<file path="src/rtl/div_sqrt_digit_collector_if.sv">
// Handshake/data bundle between the div/sqrt iteration chain, the digit
// collector and the rounding stage. The master side is whoever drives the
// iteration results and consumes the result. The slave side is the collector.
interface div_sqrt_digit_collector_if #(
  parameter int C_MANT = 23
);
  localparam int C_QUOT = C_MANT + 3;
  localparam int C_CNT  = $clog2(C_QUOT + 1);

  // Operation control
  logic              Start_SI;
  logic [C_CNT-1:0]  Iter_num_DI;
  logic              Kill_SI;

  // Per-iteration digit stream
  logic              Digit_valid_SI;
  logic              Carry_DI;
  logic [C_MANT+1:0] Rem_DI;

  // Result towards the rounding stage
  logic              Busy_SO;
  logic              Result_valid_SO;
  logic              Result_ready_SI;
  logic [C_QUOT-1:0] Quot_DO;
  logic              Sticky_SO;

  modport master (
    output Start_SI, Iter_num_DI, Kill_SI,
    output Digit_valid_SI, Carry_DI, Rem_DI,
    output Result_ready_SI,
    input  Busy_SO, Result_valid_SO, Quot_DO, Sticky_SO
  );

  modport slave (
    input  Start_SI, Iter_num_DI, Kill_SI,
    input  Digit_valid_SI, Carry_DI, Rem_DI,
    input  Result_ready_SI,
    output Busy_SO, Result_valid_SO, Quot_DO, Sticky_SO
  );
endinterface

</file>
<file path="src/rtl/div_sqrt_digit_collector.sv">
// Digit collector for the div/sqrt iteration datapath.
// Shifts one quotient/root digit (the iteration carry-out) per accepted step
// into a right-aligned result register. After the programmed number of digits
// it captures the sticky bit from the last partial remainder and holds the
// result on a valid/ready handshake until the rounding stage takes it.
// Kill aborts from any state and clears the result.
module div_sqrt_digit_collector #(
  parameter int C_MANT = 23
) (
  input  logic                          Clk_CI,
  input  logic                          Rst_RI,
  div_sqrt_digit_collector_if.slave     bus
);

  localparam int C_QUOT = C_MANT + 3;
  localparam int C_CNT  = $clog2(C_QUOT + 1);

  localparam logic [1:0] IDLE    = 2'd0;
  localparam logic [1:0] COLLECT = 2'd1;
  localparam logic [1:0] RESULT  = 2'd2;

  logic [1:0]        state_q,  state_d;
  logic [C_CNT-1:0]  cnt_q,    cnt_d;
  logic [C_QUOT-1:0] quot_q,   quot_d;
  logic              sticky_q, sticky_d;
  logic              busy_q,   busy_d;
  logic              valid_q,  valid_d;

  logic [C_CNT-1:0]  iter_eff;
  logic              last_digit;
  logic              digit_take;
  logic              handshake;

  // Clamp the requested digit count into 1..C_QUOT.
  always_comb begin
    // NOTE: every signal written here gets a default first, so no path can
    // leave it unassigned and infer a latch.
    iter_eff = bus.Iter_num_DI;
    if (bus.Iter_num_DI == '0) begin
      iter_eff = C_CNT'(1);
    end else if (bus.Iter_num_DI > C_CNT'(C_QUOT)) begin
      iter_eff = C_CNT'(C_QUOT);
    end
  end

  // Qualifiers for the per-state events.
  always_comb begin
    digit_take = (state_q == COLLECT) && bus.Digit_valid_SI;
    last_digit = digit_take && (cnt_q == C_CNT'(1));
    handshake  = (state_q == RESULT) && bus.Result_ready_SI;
  end

  // Next-state and datapath update; Kill overrides every other event.
  always_comb begin
    state_d  = state_q;
    cnt_d    = cnt_q;
    quot_d   = quot_q;
    sticky_d = sticky_q;

    if (bus.Kill_SI) begin
      state_d  = IDLE;
      cnt_d    = '0;
      quot_d   = '0;
      sticky_d = 1'b0;
    end else begin
      case (state_q)
        IDLE: begin
          if (bus.Start_SI) begin
            state_d  = COLLECT;
            cnt_d    = iter_eff;
            quot_d   = '0;
            sticky_d = 1'b0;
          end
        end

        COLLECT: begin
          if (digit_take) begin
            quot_d = {quot_q[C_QUOT-2:0], bus.Carry_DI};
            cnt_d  = cnt_q - C_CNT'(1);
            if (last_digit) begin
              // Raw sticky: sign correction of the remainder is left to rounding.
              sticky_d = |bus.Rem_DI;
              state_d  = RESULT;
            end
          end
        end

        RESULT: begin
          if (handshake) begin
            state_d = IDLE;
          end
        end

        default: begin
          state_d = IDLE;
        end
      endcase
    end
  end

  // Status flags are decoded from the next state so they leave a flop directly.
  always_comb begin
    busy_d  = (state_d != IDLE);
    valid_d = (state_d == RESULT);
  end

  // State, counter and result registers with asynchronous reset.
  always_ff @(posedge Clk_CI or posedge Rst_RI) begin
    // NOTE: sequential state uses non-blocking assignments so every flop
    // samples the pre-edge value of the others.
    if (Rst_RI) begin
      state_q  <= IDLE;
      cnt_q    <= '0;
      quot_q   <= '0;
      sticky_q <= 1'b0;
      busy_q   <= 1'b0;
      valid_q  <= 1'b0;
    end else begin
      state_q  <= state_d;
      cnt_q    <= cnt_d;
      quot_q   <= quot_d;
      sticky_q <= sticky_d;
      busy_q   <= busy_d;
      valid_q  <= valid_d;
    end
  end

  assign bus.Busy_SO         = busy_q;
  assign bus.Result_valid_SO = valid_q;
  assign bus.Quot_DO         = quot_q;
  assign bus.Sticky_SO       = sticky_q;

endmodule

</file>
<file path="src/flat_wrapper.sv">
// flat-port wrapper written by rule: the top's interface ports become plain ports
module div_sqrt_digit_collector_flat 
#(
  parameter int C_MANT = 23
)
  (Clk_CI, Rst_RI, bus_Start_SI, bus_Iter_num_DI, bus_Kill_SI, bus_Digit_valid_SI, bus_Carry_DI, bus_Rem_DI, bus_Result_ready_SI, bus_Busy_SO, bus_Result_valid_SO, bus_Quot_DO, bus_Sticky_SO);
  div_sqrt_digit_collector_if #(.C_MANT(C_MANT)) bus_i ();
  input  logic Clk_CI;
  input  logic Rst_RI;
  input wire logic [$bits(bus_i.Start_SI)-1:0] bus_Start_SI;
  input wire logic [$bits(bus_i.Iter_num_DI)-1:0] bus_Iter_num_DI;
  input wire logic [$bits(bus_i.Kill_SI)-1:0] bus_Kill_SI;
  input wire logic [$bits(bus_i.Digit_valid_SI)-1:0] bus_Digit_valid_SI;
  input wire logic [$bits(bus_i.Carry_DI)-1:0] bus_Carry_DI;
  input wire logic [$bits(bus_i.Rem_DI)-1:0] bus_Rem_DI;
  input wire logic [$bits(bus_i.Result_ready_SI)-1:0] bus_Result_ready_SI;
  output wire logic [$bits(bus_i.Busy_SO)-1:0] bus_Busy_SO;
  output wire logic [$bits(bus_i.Result_valid_SO)-1:0] bus_Result_valid_SO;
  output wire logic [$bits(bus_i.Quot_DO)-1:0] bus_Quot_DO;
  output wire logic [$bits(bus_i.Sticky_SO)-1:0] bus_Sticky_SO;
  assign bus_i.Start_SI = bus_Start_SI;
  assign bus_i.Iter_num_DI = bus_Iter_num_DI;
  assign bus_i.Kill_SI = bus_Kill_SI;
  assign bus_i.Digit_valid_SI = bus_Digit_valid_SI;
  assign bus_i.Carry_DI = bus_Carry_DI;
  assign bus_i.Rem_DI = bus_Rem_DI;
  assign bus_i.Result_ready_SI = bus_Result_ready_SI;
  assign bus_Busy_SO = bus_i.Busy_SO;
  assign bus_Result_valid_SO = bus_i.Result_valid_SO;
  assign bus_Quot_DO = bus_i.Quot_DO;
  assign bus_Sticky_SO = bus_i.Sticky_SO;
  div_sqrt_digit_collector #(.C_MANT(C_MANT)) u_core (.Clk_CI(Clk_CI), .Rst_RI(Rst_RI), .bus(bus_i));
endmodule
</file>
<file path="config.mk">
export PLATFORM = sky130hd
export DESIGN_NAME = div_sqrt_digit_collector_flat
export DESIGN_NICKNAME = d
export VERILOG_FILES = /design/src/rtl/div_sqrt_digit_collector_if.sv /design/src/rtl/div_sqrt_digit_collector.sv /design/src/flat_wrapper.sv
export SDC_FILE = /design/constraint.sdc
export NUM_CORES = 1
export LEC_CHECK = 0
export CAP_MARGIN = 20
export CORE_AREA = 2 2 63 65
export DETAILED_ROUTE_END_ITERATION = 10
export DIE_AREA = 0 0 65 67
export GPL_TIMING_DRIVEN = 0
export HOLD_SLACK_MARGIN = 0.06
export PLACE_DENSITY = 0.82
export SYNTH_ARGS = -nofsm -noshare
export SYNTH_HDL_FRONTEND = slang
export SYNTH_SLANG_ARGS = --single-unit
</file>
<file path="constraint.sdc">
create_clock -name Clk_CI -period 2.9 [get_ports Clk_CI]
set_input_delay 0.435 -clock Clk_CI [delete_from_list [all_inputs] [get_ports Clk_CI]]
set_output_delay 0.435 -clock Clk_CI [all_outputs]
set_load 0.03 [all_outputs]
</file>
==> results.md <==
* Number of cells on the critical path at 6
* Final nets at 246
* Worst skew pair latency at 0.29 ns
* Routed via count at 1448
* Site Rows at 22
* CP Data Required Time at 3.08 ns
* Post-cts hold buffer count at 0
* Register bit total from synthesis at 36
* Delay of the slowest cell on the worst path at 0.50 ns
* Mean Syn Cell Area at 12.0 um^2
* Syn_nets at 173
* Vias in the first global route at 1437
* WL/cell at 15.0 um
* Fin Clk Skew at 0.00648 ns
* Worst slew pin tran at 0.615 ns
* Area grow syn2layout at 52.7%
* Main synth FF type: dfrtp_1
* Most used cell, CP: nor2_1
* EDFF count, synth at 0
* Sequential area share after synthesis at 56.1%
* TritonCTS clock tree: done
* Fmax at 525 MHz
* Worst path cell trace: clkdlybuf4s50_1 > mux2i_1 > nor2_1 > nor2_1 > buf_2 > a22o_2
* Num CTS Buffers at 5
* Die width at 65 um
* I/O Buffers at 65
* Worst slew margin relative to its limit at 59.0%
* Congestion Overflow GR at 0
* R2R setup slack at 1.12 ns
* DR DRC count at 0
* FF-to-FF End: u_core.bus.Quot_DO[24]
* Die height at 67 um
* CP endpoint kind: flop
* Worst Path Max Fanout at 10
* FF-to-FF path depth at 5
* CP endpoint: u_core.bus.Quot_DO[14]
* Slowest CP cell: clkdlybuf4s50_1
* Setup TNS at 0 ns
* Final antenna-violating net count at 0
* H-tree lvl count at 2
* GPL Wtd Cong at 0.776
* Worst path buffer plus inverter count at 2
* Post-DP HPWL at 2890 um
* Number of setup violations in the final report at 0
* Worst-path clk slew at 0.07 ns
* # IOs at 66
* Yosys warns at 0
* Kind of critical path: input pin to flop
* VDD IR max at 0.254 mV
* Hold slack at 0.513 ns
* Longest Clk Path Bufs at 2
* Max-slew violation count at 0
* # resized after CTS at 0
* # clock sinks at 36
* Largest area contributor in the netlist: dfrtp_1
* CP Launch Point: bus_Digit_valid_SI
* Iteration-0 DRC count of the detailed router at 90
* First-pass GRT wire length at 6350 um
* Die area at 4360 um^2
* Post-synthesis cell count at 134
* Period utilization at 65.6%
* Hold path cells at 1
* Core Util, Final at 68.0%
* Pwr Density at 459 nW/um^2
* Routed WL at 3850 um
* Post-CTS setup buffers at 0
* GRT Total Usage at 19.5%
* Synth cell types at 33
* Final Instance Area at 2450 um^2
* Hold Fails Final Rpt at 0
* Root Driver: clkbuf_8
* Startpoint Class: input pin
* Initial antenna violation count at 0
* Yosys top cell area share at 56.1%
* CORE AREA at 3610 um^2
* Via/cell ratio at 5.66
* Unrepaired setup endpoints after global routing: no
* Worst hold path type: flop to flop
* Mapped Area at 1610 um^2
* Largest net degree at the start of global routing at 25
* Number of max-cap violations at 0
* Layout cell share with drive strength beyond 1 at 15.4%
* Lkg Pwr at 1.05 nW
* Initial Util at 44.5%
* Worst EP arrival at 2.08 ns
* DR pass1 iterations at 4
* Minimum clock period at 1.90 ns
* Antenna Cells at 0
* Worst r2r src: u_core.state_q[0]
* FFs w/ async S/R, synth at 100%
* Placed inst area at 2340 um^2
* Cell family with most CP delay: buffers and inverters
* Area contributors post-synth: dfrtp_1 (56%), a22o_2 (11%), a22o_1 (4.9%), a21oi_1 (2.8%), nor4_1 (2.3%)
* Status: completed
synth_stat cells, types with 2 or more instances:
library cell	n
buf_6	3
clkbuf_1	3
a22o_1	9
nor2_1	6
nor2b_1	3
nand2b_1	2
inv_1	4
a221oi_1	3
nor4_1	6
dfrtp_1	36
ha_1	2
a21oi_1	9
buf_2	2
o21ai_0	6
nand2_1	3
nor3_1	2
nand4_1	3
a22o_2	17
state kept, by name, indices dropped and copies added, names as in the netlist:
register / cells
u_core.bus.Quot_DO: 26
u_core.cnt_q: 5
u_core.bus.Sticky_SO: 1
u_core.bus.Busy_SO: 1
u_core.bus.Result_valid_SO: 1
u_core.state_q: 2
layer usage:
metal  routed length [um]  up-vias  global-route usage, %
met3                  296        6                   5.41
li1                     -      659                      -
met1                 1580      709                   23.0
met4                   53        0                   6.91
met5                    0        -                      0
met2                 1910       74                   34.1
layout make-up:
type	count	area, um^2
inverters	4	15.0
flip-flops and latches	36	901
repair buffers	66	678
plain buffers	8	55.1
fillers	273	1150
well taps	48	60.1
clock buffers	6	72.6
multi-input cells	86	634
clock inverters	2	35.0
metrics by stage:
stage,power [mW],worst slack (ns),std cells
CTS,1.13,0.996,256
finish,1.12,0.997,256
global route,1.17,0.890,256
detailed placement,0.697,0.695,248
floorplan,0.614,1.37,134
global placement,0.683,0.793,247
power breakdown:
part / internal [mW] / switching (mW)
sequential: 0.513 / 0.0109
clock: 0.255 / 0.180
combinational: 0.0854 / 0.0797
logic make-up (layout without fill, tap and decap cells):
logic type               count (synthesis)  in the layout  share of synthesized area (%)
multiplexers                             2              2                           1.32
flip-flops                              36             36                           56.1
adder cells (fa/ha/maj)                  2              2                           1.56
AND/OR/NAND/NOR                         30             30                           10.8
AO/OA/AOI/OAI                           52             52                           25.8
buffers and inverters                   12             86                           4.36
worst reg2reg max path, stage by stage, from the launching register on:
cell and delay [ns]:
dfrtp_1 0.45, mux2i_1 0.26, nor2_1 0.14, nor2_1 0.40
buf_2 0.30, a22o_2 0.18
worst min path at each step:
stage	slack, ns	to	startpoint
3_5_place_dp	0.49	u_core.bus.Quot_DO[25]	u_core.bus.Quot_DO[25]
4_1_cts	0.51	u_core.bus.Quot_DO[25]	u_core.bus.Quot_DO[25]
3_3_place_gp	0.49	u_core.bus.Quot_DO[25]	u_core.bus.Quot_DO[25]
2_1_floorplan	0.52	u_core.cnt_q[1]	u_core.cnt_q[1]
6_report	0.51	u_core.bus.Quot_DO[25]	u_core.bus.Quot_DO[25]
5_1_grt	0.52	u_core.bus.Quot_DO[25]	u_core.bus.Quot_DO[25]
layout by cell type, fill, tap and decap left out, types with 2 or more instances in the layout:
cell type,n
nand2_1,3
a221oi_1,3
nor2_1,6
ha_1,2
a21oi_1,9
nor2b_1,3
nand4_1,3
o21ai_0,6
clkbuf_1,4
a22o_2,17
buf_2,2
nor4_1,6
nand2b_1,2
dfrtp_1,36
inv_1,4
clkdlybuf4s50_1,65
clkbuf_8,5
nor3_1,2
buf_6,3
a22o_1,9
Note: power is estimated with default switching activity, not from simulation.
